<file path="src/rtl/slave_ram_frame_tx_pkg.sv">
// Shared definitions for the RAM-window frame transmitter: header layout,
// frame FSM encoding and the default header magic.
package slave_ram_frame_tx_pkg;

  localparam logic [15:0] HDR_MAGIC_DEF = 16'hA55A;
  localparam int          RAM_AW_DEF    = 8;

  localparam int          HDR_MAGIC_LSB = 16;
  localparam int          HDR_LEN_W     = 9;
  localparam logic [8:0]  MAX_WORDS     = 9'd256;

  typedef enum logic [1:0] {
    ST_IDLE,
    ST_HDR,
    ST_DATA,
    ST_CSUM
  } tx_state_e;

  // Header word: magic in the upper half, word count in the low bits.
  function automatic logic [31:0] make_header(input logic [15:0] magic,
                                              input logic [HDR_LEN_W-1:0] len);
    logic [31:0] w;
    w = '0;
    w[HDR_MAGIC_LSB +: 16] = magic;
    w[HDR_LEN_W-1:0]       = len;
    return w;
  endfunction

endpackage

</file>
<file path="src/rtl/slave_ram_frame_tx_skid_buf.sv">
// Two-entry FIFO that catches RAM read data one cycle after each read and
// presents the oldest word to the stream.
module frame_tx_skid_buf (
  input  logic        i_clk,
  input  logic        i_rst_n,
  input  logic        i_push,
  input  logic [31:0] i_data,
  input  logic        i_pop,
  output logic [31:0] o_head,
  output logic [1:0]  o_count
);

  logic [31:0] mem [2];
  logic        wr_ptr;
  logic        rd_ptr;
  logic [1:0]  count;

  always_ff @(posedge i_clk or negedge i_rst_n) begin
    if (!i_rst_n) begin
      mem[0] <= '0;
      mem[1] <= '0;
      wr_ptr <= 1'b0;
      rd_ptr <= 1'b0;
      count  <= 2'd0;
    end else begin
      if (i_push) begin
        mem[wr_ptr] <= i_data;
        wr_ptr      <= ~wr_ptr;
      end
      if (i_pop) begin
        rd_ptr <= ~rd_ptr;
      end
      case ({i_push, i_pop})
        2'b10:   count <= count + 2'd1;
        2'b01:   count <= count - 2'd1;
        default: count <= count;
      endcase
    end
  end

  assign o_head  = mem[rd_ptr];
  assign o_count = count;

endmodule

</file>
<file path="src/rtl/slave_ram_frame_tx.sv">
// Reads a window of words from the slave RAM and sends it as one
// header / data / XOR-checksum frame on a valid/ready stream.
module slave_ram_frame_tx
  import slave_ram_frame_tx_pkg::*;
#(
  parameter logic [15:0] HDR_MAGIC = HDR_MAGIC_DEF,
  parameter int          RAM_AW    = RAM_AW_DEF
) (
  input  logic              i_clk,
  input  logic              i_rst_n,
  input  logic              i_start,
  input  logic [RAM_AW-1:0] i_base_addr,
  input  logic [8:0]        i_word_cnt,
  output logic [RAM_AW-1:0] o_slave_r_ram_addr,
  output logic              o_slave_r_ram_ce,
  input  logic [31:0]       i_slave_r_ram_dout,
  output logic [31:0]       o_tx_data,
  output logic              o_tx_valid,
  output logic              o_tx_last,
  input  logic              i_tx_ready,
  output logic              o_busy,
  output logic              o_done,
  output logic              o_err
);

  tx_state_e         state_q, state_d;
  logic [8:0]        len_q, rd_left_q, tx_left_q, len_sat;
  logic [RAM_AW-1:0] rd_addr_q;
  logic              inflight_q;
  logic [31:0]       csum_q;
  logic              done_q, err_q;
  logic [31:0]       buf_head;
  logic [1:0]        buf_count;
  logic [2:0]        occ;
  logic              start_ok, start_bad, pop, issue_data;

  assign len_sat   = (i_word_cnt > MAX_WORDS) ? MAX_WORDS : i_word_cnt;
  assign start_ok  = (state_q == ST_IDLE) && i_start && (i_word_cnt != 9'd0);
  assign start_bad = (state_q == ST_IDLE) && i_start && (i_word_cnt == 9'd0);

  assign o_tx_valid = (state_q == ST_HDR) || (state_q == ST_CSUM) ||
                      ((state_q == ST_DATA) && (buf_count != 2'd0));
  assign pop        = (state_q == ST_DATA) && (buf_count != 2'd0) && i_tx_ready;

  // Slots committed once this cycle's drain is counted; keeps 1 word/cycle
  // while never letting buffered plus in-flight words exceed two.
  assign occ        = {1'b0, buf_count} + {2'b0, inflight_q} - {2'b0, pop};
  assign issue_data = ((state_q == ST_HDR) || (state_q == ST_DATA)) &&
                      (rd_left_q != 9'd0) && (occ < 3'd2);

  always_ff @(posedge i_clk or negedge i_rst_n) begin
    if (!i_rst_n) begin
      state_q <= ST_IDLE;
    end else begin
      state_q <= state_d;
    end
  end

  always_comb begin
    state_d   = state_q;
    o_tx_data = '0;
    o_tx_last = 1'b0;
    case (state_q)
      ST_IDLE: begin
        if (start_ok) state_d = ST_HDR;
      end
      ST_HDR: begin
        o_tx_data = make_header(HDR_MAGIC, len_q);
        if (i_tx_ready) state_d = ST_DATA;
      end
      ST_DATA: begin
        o_tx_data = buf_head;
        if (pop && (tx_left_q == 9'd1)) state_d = ST_CSUM;
      end
      ST_CSUM: begin
        o_tx_data = csum_q;
        o_tx_last = 1'b1;
        if (i_tx_ready) state_d = ST_IDLE;
      end
      default: state_d = ST_IDLE;
    endcase
  end

  // The first read goes out in the start cycle to hide the RAM latency.
  always_comb begin
    o_slave_r_ram_ce   = 1'b0;
    o_slave_r_ram_addr = '0;
    if (start_ok) begin
      o_slave_r_ram_ce   = 1'b1;
      o_slave_r_ram_addr = i_base_addr;
    end else if (issue_data) begin
      o_slave_r_ram_ce   = 1'b1;
      o_slave_r_ram_addr = rd_addr_q;
    end
  end

  always_ff @(posedge i_clk or negedge i_rst_n) begin
    if (!i_rst_n) begin
      len_q      <= '0;
      rd_left_q  <= '0;
      tx_left_q  <= '0;
      rd_addr_q  <= '0;
      csum_q     <= '0;
      inflight_q <= 1'b0;
      done_q     <= 1'b0;
      err_q      <= 1'b0;
    end else begin
      if (start_ok) begin
        len_q     <= len_sat;
        rd_left_q <= len_sat - 9'd1;
        tx_left_q <= len_sat;
        rd_addr_q <= i_base_addr + 1'b1;
        csum_q    <= make_header(HDR_MAGIC, len_sat);
      end else begin
        if (issue_data) begin
          rd_addr_q <= rd_addr_q + 1'b1;
          rd_left_q <= rd_left_q - 9'd1;
        end
        if (pop) begin
          tx_left_q <= tx_left_q - 9'd1;
          csum_q    <= csum_q ^ buf_head;
        end
      end
      inflight_q <= o_slave_r_ram_ce;
      done_q     <= (state_q == ST_CSUM) && i_tx_ready;
      err_q      <= start_bad;
    end
  end

  assign o_busy = (state_q != ST_IDLE);
  assign o_done = done_q;
  assign o_err  = err_q;

  frame_tx_skid_buf u_skid_buf (
    .i_clk   (i_clk),
    .i_rst_n (i_rst_n),
    .i_push  (inflight_q),
    .i_data  (i_slave_r_ram_dout),
    .i_pop   (pop),
    .o_head  (buf_head),
    .o_count (buf_count)
  );

endmodule

</file>
<file path="config.mk">
export PLATFORM = sky130hd
export DESIGN_NAME = slave_ram_frame_tx
export DESIGN_NICKNAME = d
export VERILOG_FILES = /design/src/rtl/slave_ram_frame_tx_pkg.sv /design/src/rtl/slave_ram_frame_tx_skid_buf.sv /design/src/rtl/slave_ram_frame_tx.sv
export SDC_FILE = /design/constraint.sdc
export NUM_CORES = 1
export LEC_CHECK = 0
export BUFFER_PORTS_ARGS = -buffer_cell sky130_fd_sc_hd__buf_2
export CORE_AREA = 2 2 124 126
export DETAILED_ROUTE_END_ITERATION = 12
export DIE_AREA = 0 0 126 128
export GPL_TIMING_DRIVEN = 0
export PLACE_DENSITY = 0.77
export REMOVE_ABC_BUFFERS = 1
export SETUP_SLACK_MARGIN = 0.3
export SLEW_MARGIN = 20
export SYNTH_ARGS = -nofsm -noshare
export SYNTH_HDL_FRONTEND = slang
export SYNTH_SLANG_ARGS = --single-unit
</file>
<file path="constraint.sdc">
create_clock -name i_clk -period 4.94 [get_ports i_clk]
set_input_delay 0.988 -clock i_clk [delete_from_list [all_inputs] [get_ports i_clk]]
set_output_delay 0.988 -clock i_clk [all_outputs]
set_load 0.1 [all_outputs]
</file>
## Word level (Yosys, flattened, before mapping)

Cells that the tools add are included.

- Flip-flop bits (word level): 140
- Bits of input ports: 53
- Word-level logic and storage cells: 93

- Add/subtract/negate cells: 9
- Magnitude comparators: 5
- Equality and inequality tests: 10
- Multiplexer cells: 27
- Bitwise logic cells: 5
- Reduce and logical (&&, ||, !) cells: 23

Operators by type and width:

| kind | number |
|---|---|
| 32-bit two-way mux | 6 |
| 32-bit one-hot mux with 3 select lines | 1 |
| 64-bit bitwise mux | 1 |
| 9-bit two-way mux | 5 |
| 32-bit demux with 1-bit select | 1 |
| 8-bit two-way mux | 4 |
| 32-bit XOR | 1 |
| 9-bit by 1-bit subtractor with 9-bit output (second input constant) | 3 |
| 9-bit nonzero test | 2 |
| 8-bit by 1-bit adder with 8-bit output (second input constant) | 2 |
| 1-bit logical AND | 10 |
| 2-bit nonzero test | 5 |
| 9-bit by 1-bit equality test with 1-bit output (second input constant) | 1 |
| 9-bit greater-than comparator (second input constant) | 1 |
| 9-bit logical NOT | 1 |
| 2-bit two-way mux | 4 |
| 2-bit one-hot mux with 4 select lines | 1 |
| 2-bit equality test (second input constant) | 3 |
| 2-bit inequality test (second input constant) | 3 |
| 2-bit by 1-bit equality test with 1-bit output (second input constant) | 2 |
| 2-bit greater-or-equal comparator (second input constant) | 2 |
| 1-bit inverter with 2-bit output | 2 |
| 2-bit one-hot mux with 2 select lines | 1 |
| 4-bit AND reduction | 1 |
| other kinds (11) | 16 |

## Logic depth before layout (Yosys ltp)

Gate-level depths: netlist of run 1.

- Depth in word-level cells: 8
- Depth in mapped cells: 17
- Mapped depth without buffers: 14

## Cells and area by module

From an unflattened synthesis of run 1, not the netlist that was laid out.

- Cells, all modules: 693
- Area, all modules: 7328.3 um^2

By module, submodules not included:

| module | times used | cells each | area an instance (um^2) | sequential area each (um^2) |
|---|---|---|---|---|
| slave_ram_frame_tx | 1 | 509 | 4403.0 | 1801.7 |
| frame_tx_skid_buf | 1 | 184 | 2925.3 | 1701.6 |

## Worst setup path after synthesis of run 1

No wires, ideal clock.

- Kind: input-to-output
- From: input i_tx_ready
- To: output o_slave_r_ram_addr[1]
- Data arrival time: 4568 ps
- Data required time: 3952 ps
- Path slack: -616 ps
- Stages on the path: 13
- Buffers on the path: 4
- Cells stage by stage: inv_1 > or2_2 > clkbuf_1 > clkbuf_1 > nor2_1 > o21ai_0 > fa_1 > xnor2_1 > and4_1 > buf_4 > nor2_2 > buf_4 > a21oi_1

- Cells in the longest elaborated chain, start to end: 6

Ends and longest elaborated chain:

| item | line | RTL |
|---|---|---|
| start, declared | slave_ram_frame_tx.sv:20 | `input logic i_tx_ready,` |
| 1-bit logical AND | slave_ram_frame_tx.sv:43 | `assign pop = (state_q == ST_DATA) && (buf_count != 2'd0) && i_tx_ready;` |
| 3-bit by 1-bit subtractor with 3-bit output | slave_ram_frame_tx.sv:47 | `assign occ = {1'b0, buf_count} + {2'b0, inflight_q} - {2'b0, pop};` |
| 3-bit by 2-bit < comparator with 1-bit output | slave_ram_frame_tx.sv:49 | `(rd_left_q != 9'd0) && (occ < 3'd2);` |
| 1-bit logical AND | slave_ram_frame_tx.sv:49 |  |
| 8-bit two-way mux | slave_ram_frame_tx.sv:91 | `end else if (issue_data) begin` |
| 8-bit two-way mux | slave_ram_frame_tx.sv:88 | `if (start_ok) begin` |
| end, declared | slave_ram_frame_tx.sv:14 | `output logic [RAM_AW-1:0] o_slave_r_ram_addr,` |

Every way passes these cells.

## Worst setup path in the final report of run 1

- From: register state_q[0]
- To: output o_slave_r_ram_addr[2]

- Cells in the longest elaborated chain, start to end: 8
- Elaborated cells on any way between the ends: 14

Ends and longest elaborated chain:

| item | line | RTL |
|---|---|---|
| start, declared | slave_ram_frame_tx.sv:26 | `tx_state_e state_q, state_d;` |
| start signal, assigned | slave_ram_frame_tx.sv:55 | `state_q <= state_d;` |
| 2-bit equality test | slave_ram_frame_tx.sv:43, slave_ram_frame_tx.sv:48 |  |
| 1-bit logical AND (2 in series) | slave_ram_frame_tx.sv:43 |  |
| 3-bit by 1-bit subtractor with 3-bit output | slave_ram_frame_tx.sv:47 |  |
| 3-bit by 2-bit < comparator with 1-bit output | slave_ram_frame_tx.sv:49 |  |
| 1-bit logical AND | slave_ram_frame_tx.sv:49 |  |
| 8-bit two-way mux | slave_ram_frame_tx.sv:91 |  |
| 8-bit two-way mux * | slave_ram_frame_tx.sv:88 |  |

Every way passes the cells marked *; elsewhere a longest branch is shown, timed or not.

==> results_dict.tcl, run 1 <==
set metrics [dict create \
    critPathLaunch "state_q[0]" \
    cp-end-kind "primary output" \
    synth_seq_cells 140 \
    max_freq_mhz 228 \
    drc 0 \
    layout-drive-gt1-share 0.294 \
    synth_edf_count 0 \
    die_h_um 128 \
    yosys-top-cells-count "dfrtp_1 (140), mux2_2 (75), nand2_1 (74)" \
    core-area_sq_um 14900 \
    synth_top_area_cell "dfrtp_1" \
    dr.pass1.iters 5 \
    required_ns 3.95 \
    yosys_warnings 0 \
    grt_pass1_vias 5683 \
    syn2layout_area_growth_pct 18.8 \
    layoutNonFillerInstCount 994 \
    cts-htree-levels 4 \
    rsz0062_at_grt "no" \
    worst_pin_slew_ns 1.13 \
    design.die.area_sq_um 16100 \
    synthFlopType "dfrtp_1" \
    die_x_um 126 \
    post-dp-hpwl_mm 11.1 \
    slew_violations 0 \
    port_buffers 98 \
    synth_top_area_share 0.480 \
    critPathKind "reg -> out" \
    crit_fanout 10 \
    grtUsageMet2 0.363 \
    n_fill_cell 1266 \
    clock-root-buffer "clkbuf_16" \
    reg2reg_from "state_q[1]" \
    finalWirelength_mm 17.3 \
    drt_iter0_markers 412 \
    ys_types 58 \
    hold_path.class "reg -> reg" \
    outcome "finished clean" \
    seq_area_sq_um 3510 \
    ctsLongestPathBuffers 2 \
    met3_usage 0.0447 \
    clkSinkCount 140 \
    cts_made_buffers 17 \
    layout.nets 857 \
    grt_pass1_wl_mm 28.8 \
    n_antenna_cell 0 \
    antenna_left 0 \
    io_pins 99 \
    hp-start "len_q[5]" \
    dp.cells 958 \
    async_reset_ff_frac 1.00 \
    setup_viol 0 \
    post_drt_wl_per_cell_um 17.4 \
    cts_tree "built" \
    antenna_found_initial 0 \
    vias_per_cell 5.82 \
    grt-ovfl-total 0 \
    fin_worst_skew_ns 0.00735 \
    vias 5783 \
    fin_crit_sh 0.888 \
    maxCapViolCount 0 \
    clk_latency_ns 0.42 \
    track_usage 0.224 \
    start_util 0.491 \
    critPathLaunchType "flip-flop" \
    rows 45 \
    finalCriticalPeriod_ns 4.39 \
    cts_hold_buf 0 \
    synth.avg_cell_area_sq_um 10.3 \
    clk_pin_slew_ns 0.06 \
    relSlewSlack 0.245 \
    grt_util_met1 0.303 \
    gp_congestion 0.813 \
    grt_max_degree 76 \
    synth_area_leaders "dfrtp_1 (48%), mux2_2 (12%), nand2_1 (3.8%)" \
    yosysMostFrequentCell "dfrtp_1" \
    syn-instance-count 709 \
    hold_violations 0 \
    critPathArrivalTime_ns 3.40 \
    multi_input_area_sq_um 3630 \
    grt_busiest_layer "met2" \
    seq_area_frac_synth 0.480 \
    syn-cell-area_sq_um 7300 \
]
timing repair:
action                     in CTS  in global routing
buffers inserted                2                  1
resized for setup              22                  4
pin swaps                       2                  0
cloned                          2                  0
setup endpoints to repair      12                  9
cell usage in the layout (no fill, tap or decap), drive strengths merged, types with 4 or more instances in the layout:
cell / instances
nor2b: 24
clkbuf: 27
a22o: 4
nand3: 21
a21oi: 43
ha: 9
dfrtp: 140
nor4: 6
buf: 105
and2: 8
a222oi: 9
o21a: 6
a31oi: 7
o22a: 7
nand4: 6
nand2: 74
or3: 24
xor2: 13
xnor2: 13
o211ai: 8
nor3: 9
o21ai: 56
nor2: 34
mux2: 75
inv: 13
a21o: 6
mux2i: 26
path summary, 6_finish.rpt:
check                                             end  slack [ns]  cells past startpoint
min in group asynchronous          u_skid_buf.mem[28]        0.50                      1
worst max-delay path            o_slave_r_ram_addr[2]        0.55                     12
worst min register to register               len_q[5]        0.48                      2
worst min-delay path                         len_q[5]        0.48                      2
max in group asynchronous                    len_q[0]        3.70                      2
worst max register to register           rd_left_q[7]        1.72                      8
through the flow:
stage,worst slack [ns],setup TNS (ns),util,cell area [sq um],hold WS (ns)
3_5_place_dp,-0.632,-3.53,0.538,8000,0.464
6_report,0.555,0,0.583,8670,0.481
2_1_floorplan,-0.999,-2.01,-,7110,0.446
3_3_place_gp,-2.15,-28.77,0.527,7840,0.461
4_1_cts,0.384,0,0.582,8650,0.478
5_1_grt,0.328,0,0.583,8670,0.500
final cells by class:
class | count | share of cell area
clock buffers | 26 | 0.0576
clock inverters | 5 | 0.00679
inverters | 14 | 0.00650
multi-input cells | 515 | 0.419
flip-flops and latches | 140 | 0.405
well taps | 188 | 0.0271
repair buffers | 106 | 0.0783
layer usage:
metal / vias up / share of wire / wire length [um]
met1: 2884 / 0.45 / 7760
li1: 2707 / - / -
met2: 166 / 0.48 / 8300
met3: 26 / 0.052 / 904
met4: 0 / 0.017 / 290
met5: - / 0 / 0
kinds of logic (layout without fill, tap and decap cells):
| kind of cell | count (synthesis) | count (layout) | share of synthesized area |
|---|---|---|---|
| flops | 140 | 140 | 0.480 |
| compound gates | 156 | 156 | 0.133 |
| fa+ha+maj | 10 | 10 | 0.0182 |
| simple gates | 220 | 222 | 0.153 |
| mux | 101 | 101 | 0.151 |
| xor+xnor | 26 | 26 | 0.0312 |
| buf+inv | 56 | 151 | 0.0321 |
registers in the layout, indices dropped and copies added (netlist names), 2 cells and up:
register,cells
rd_addr_q,8
u_skid_buf.o_count,2
u_skid_buf.mem,64
csum_q,32
len_q,9
rd_left_q,9
tx_left_q,9
state_q,2
worst max-delay path: stages, from the launching register on:
cell,delay (ns)
dfrtp_1,0.44
inv_2,0.13
ha_4,0.17
o21ai_1,0.15
or2_4,0.30
nor2_2,0.14
o21ai_0,0.13
fa_1,0.40
xnor2_1,0.15
and4_4,0.32
and2_2,0.23
a22o_1,0.19
buf_8,0.21
Power of run 1 is not shown: default switching activity piles up to over one toggle a cycle in this logic, so the estimate is an artifact.
==> run 2, diff against run 1 <==
Settings changed: BUFFER_PORTS_ARGS -buffer_cell sky130_fd_sc_hd__buf_2 to default, DONT_BUFFER_PORTS from default to 1, PLACE_DENSITY 0.77 to 0.71.
Clock period 4.94 ns to 5 ns, I/O delays scaled along.
==> run 2 against run 1 <==
Net effect:
- non-clock buffer count fell by 98
- sequential share of layout area up 1.6 points
- routed wire length up 3.2%
- register-to-register slack lost 0.19 ns
- critical path depth is the same
- clock skew fell by 0.0026 ns
- first-iteration DRC count grew 32%
- cell count shrank 9.8%
- critical endpoint is now o_slave_r_ram_addr[1]
==> results_dict.tcl, run 2 (synthesized netlist as in run 1, its figures left out) <==
set metrics [dict create \
    outcome "finished clean" \
    syn2layout_area_growth_pct 14.3 \
    drc 0 \
    die_h_um 128 \
    gp_congestion 0.878 \
    relSlewSlack 0.236 \
    layout-drive-gt1-share 0.257 \
    slew_violations 0 \
    cts_tree "built" \
    dr.pass1.iters 8 \
    antenna_found_initial 0 \
    final_common_cell "dfrtp_1" \
    critPathArrivalTime_ns 3.48 \
    n_fill_cell 1244 \
    clk_latency_ns 0.42 \
    post-dp-hpwl_mm 11.2 \
    ctsLongestPathBuffers 2 \
    layout.nets 759 \
    core-area_sq_um 14900 \
    worst_pin_slew_ns 1.14 \
    track_usage 0.222 \
    grt_max_degree 141 \
    clock-root-buffer "clkbuf_16" \
    cp-end-kind "primary output" \
    vias_per_cell 6.13 \
    drt_iter0_markers 544 \
    hold_path.class "in -> async" \
    largest_reg_flops 64 \
    grt-ovfl-total 0 \
    finalWirelength_mm 17.8 \
    rsz0062_at_grt "no" \
    crit_fanout 10 \
    vias 5501 \
    critPathLaunchType "flip-flop" \
    regMostFlops "u_skid_buf.mem" \
    antenna_left 0 \
    reg_top3 "u_skid_buf.mem (64), csum_q (32)" \
    port_buffers 0 \
    final_util 0.561 \
    cts-htree-levels 4 \
    maxCapViolCount 0 \
    setup_viol 0 \
    grt_pass1_wl_mm 28.4 \
    clkSinkCount 140 \
    grt_pass1_vias 5710 \
    n_antenna_cell 0 \
    rows 45 \
    post_drt_wl_per_cell_um 19.9 \
    io_pins 99 \
    cts_made_buffers 17 \
    die_x_um 126 \
    start_util 0.491 \
    mostFrequentLayoutCells "dfrtp_1 (138), mux2_2 (75), nand2_1 (71)" \
    max_freq_mhz 223 \
    hold_violations 0 \
    clk_pin_slew_ns 0.06 \
    fin_worst_skew_ns 0.00478 \
    design.die.area_sq_um 16100 \
    fin_crit_sh 0.895 \
    required_ns 4.00 \
    critPathKind "reg -> out" \
    finalCriticalPeriod_ns 4.48 \
]
==> run 2: changes by cell type in the layout (fill, tap and decap cells not counted), sizes merged <==
cell	delta
clkinvlp	-1
buf	-97
clkinv	-1
bufinv	+2
==> run 2: repair_timing <==
action,in CTS,in global routing
hold buffers,0,0
gates cloned,2,0
setup buffers,3,1
pin swaps,2,1
endpoints found under the setup margin,14,6
resized for setup,24,2
==> run 2: through the flow <==
| step | cell area, sq um | hold slack, ns | worst slack, ns | setup TNS (ns) | std cells |
|---|---|---|---|---|---|
| 2_1_floorplan | 7110 | 0.446 | -0.963 | -1.90 | 667 |
| 3_3_place_gp | 7350 | 0.459 | -2.79 | -35.46 | 855 |
| 3_5_place_dp | 7570 | 0.465 | -0.733 | -6.99 | 859 |
| 4_1_cts | 8320 | 0.255 | 0.348 | 0 | 896 |
| 5_1_grt | 8340 | 0.246 | 0.334 | 0 | 897 |
| 6_report | 8340 | 0.277 | 0.523 | 0 | 897 |
==> run 2: worst paths after layout <==
path,to,slack (ns),depth (start not counted),from
setup / recovery,o_slave_r_ram_addr[1],0.52,12,state_q[0]
hold / removal,u_skid_buf.mem[16],0.28,0,i_rst_n
setup reg to reg,rd_left_q[0],1.53,11,state_q[0]
hold reg to reg,len_q[7],0.48,2,len_q[7]
max in group asynchronous,rd_addr_q[6],4.52,0,i_rst_n
min in group i_clk,len_q[7],0.48,2,len_q[7]
==> run 2: metal layers <==
layer	routed length, um	share of wire	up-vias	GRT usage
li1	-	-	2505	-
met1	7610	0.43	2751	0.274
met2	8590	0.48	215	0.372
met3	1380	0.077	30	0.0747
met4	232	0.013	0	0.0685
met5	0	0	-	0
==> run 2: critical path, cell delays in order (launching register included) <==
cell     delay [ns]
dfrtp_1        0.48
inv_2          0.11
ha_4           0.18
o21ai_2        0.12
or2_4          0.20
and2_1         0.17
o21ai_0        0.11
fa_1           0.40
xnor2_1        0.15
and4_4         0.32
nor2_4         0.07
buf_4          0.19
a21oi_4        0.55
==> run 2: layout make-up <==
cell class | instances | area [sq um] | share of cell area
multi-input cells | 515 | 3790 | 0.455
flip-flops and latches | 140 | 3510 | 0.420
clock buffers | 27 | 523 | 0.0627
well taps | 188 | 235 | 0.0282
repair buffers | 8 | 125 | 0.0150
clock inverters | 5 | 103 | 0.0123
inverters | 14 | 56.3 | 0.00675
Power of run 2 is left out for the same reason.
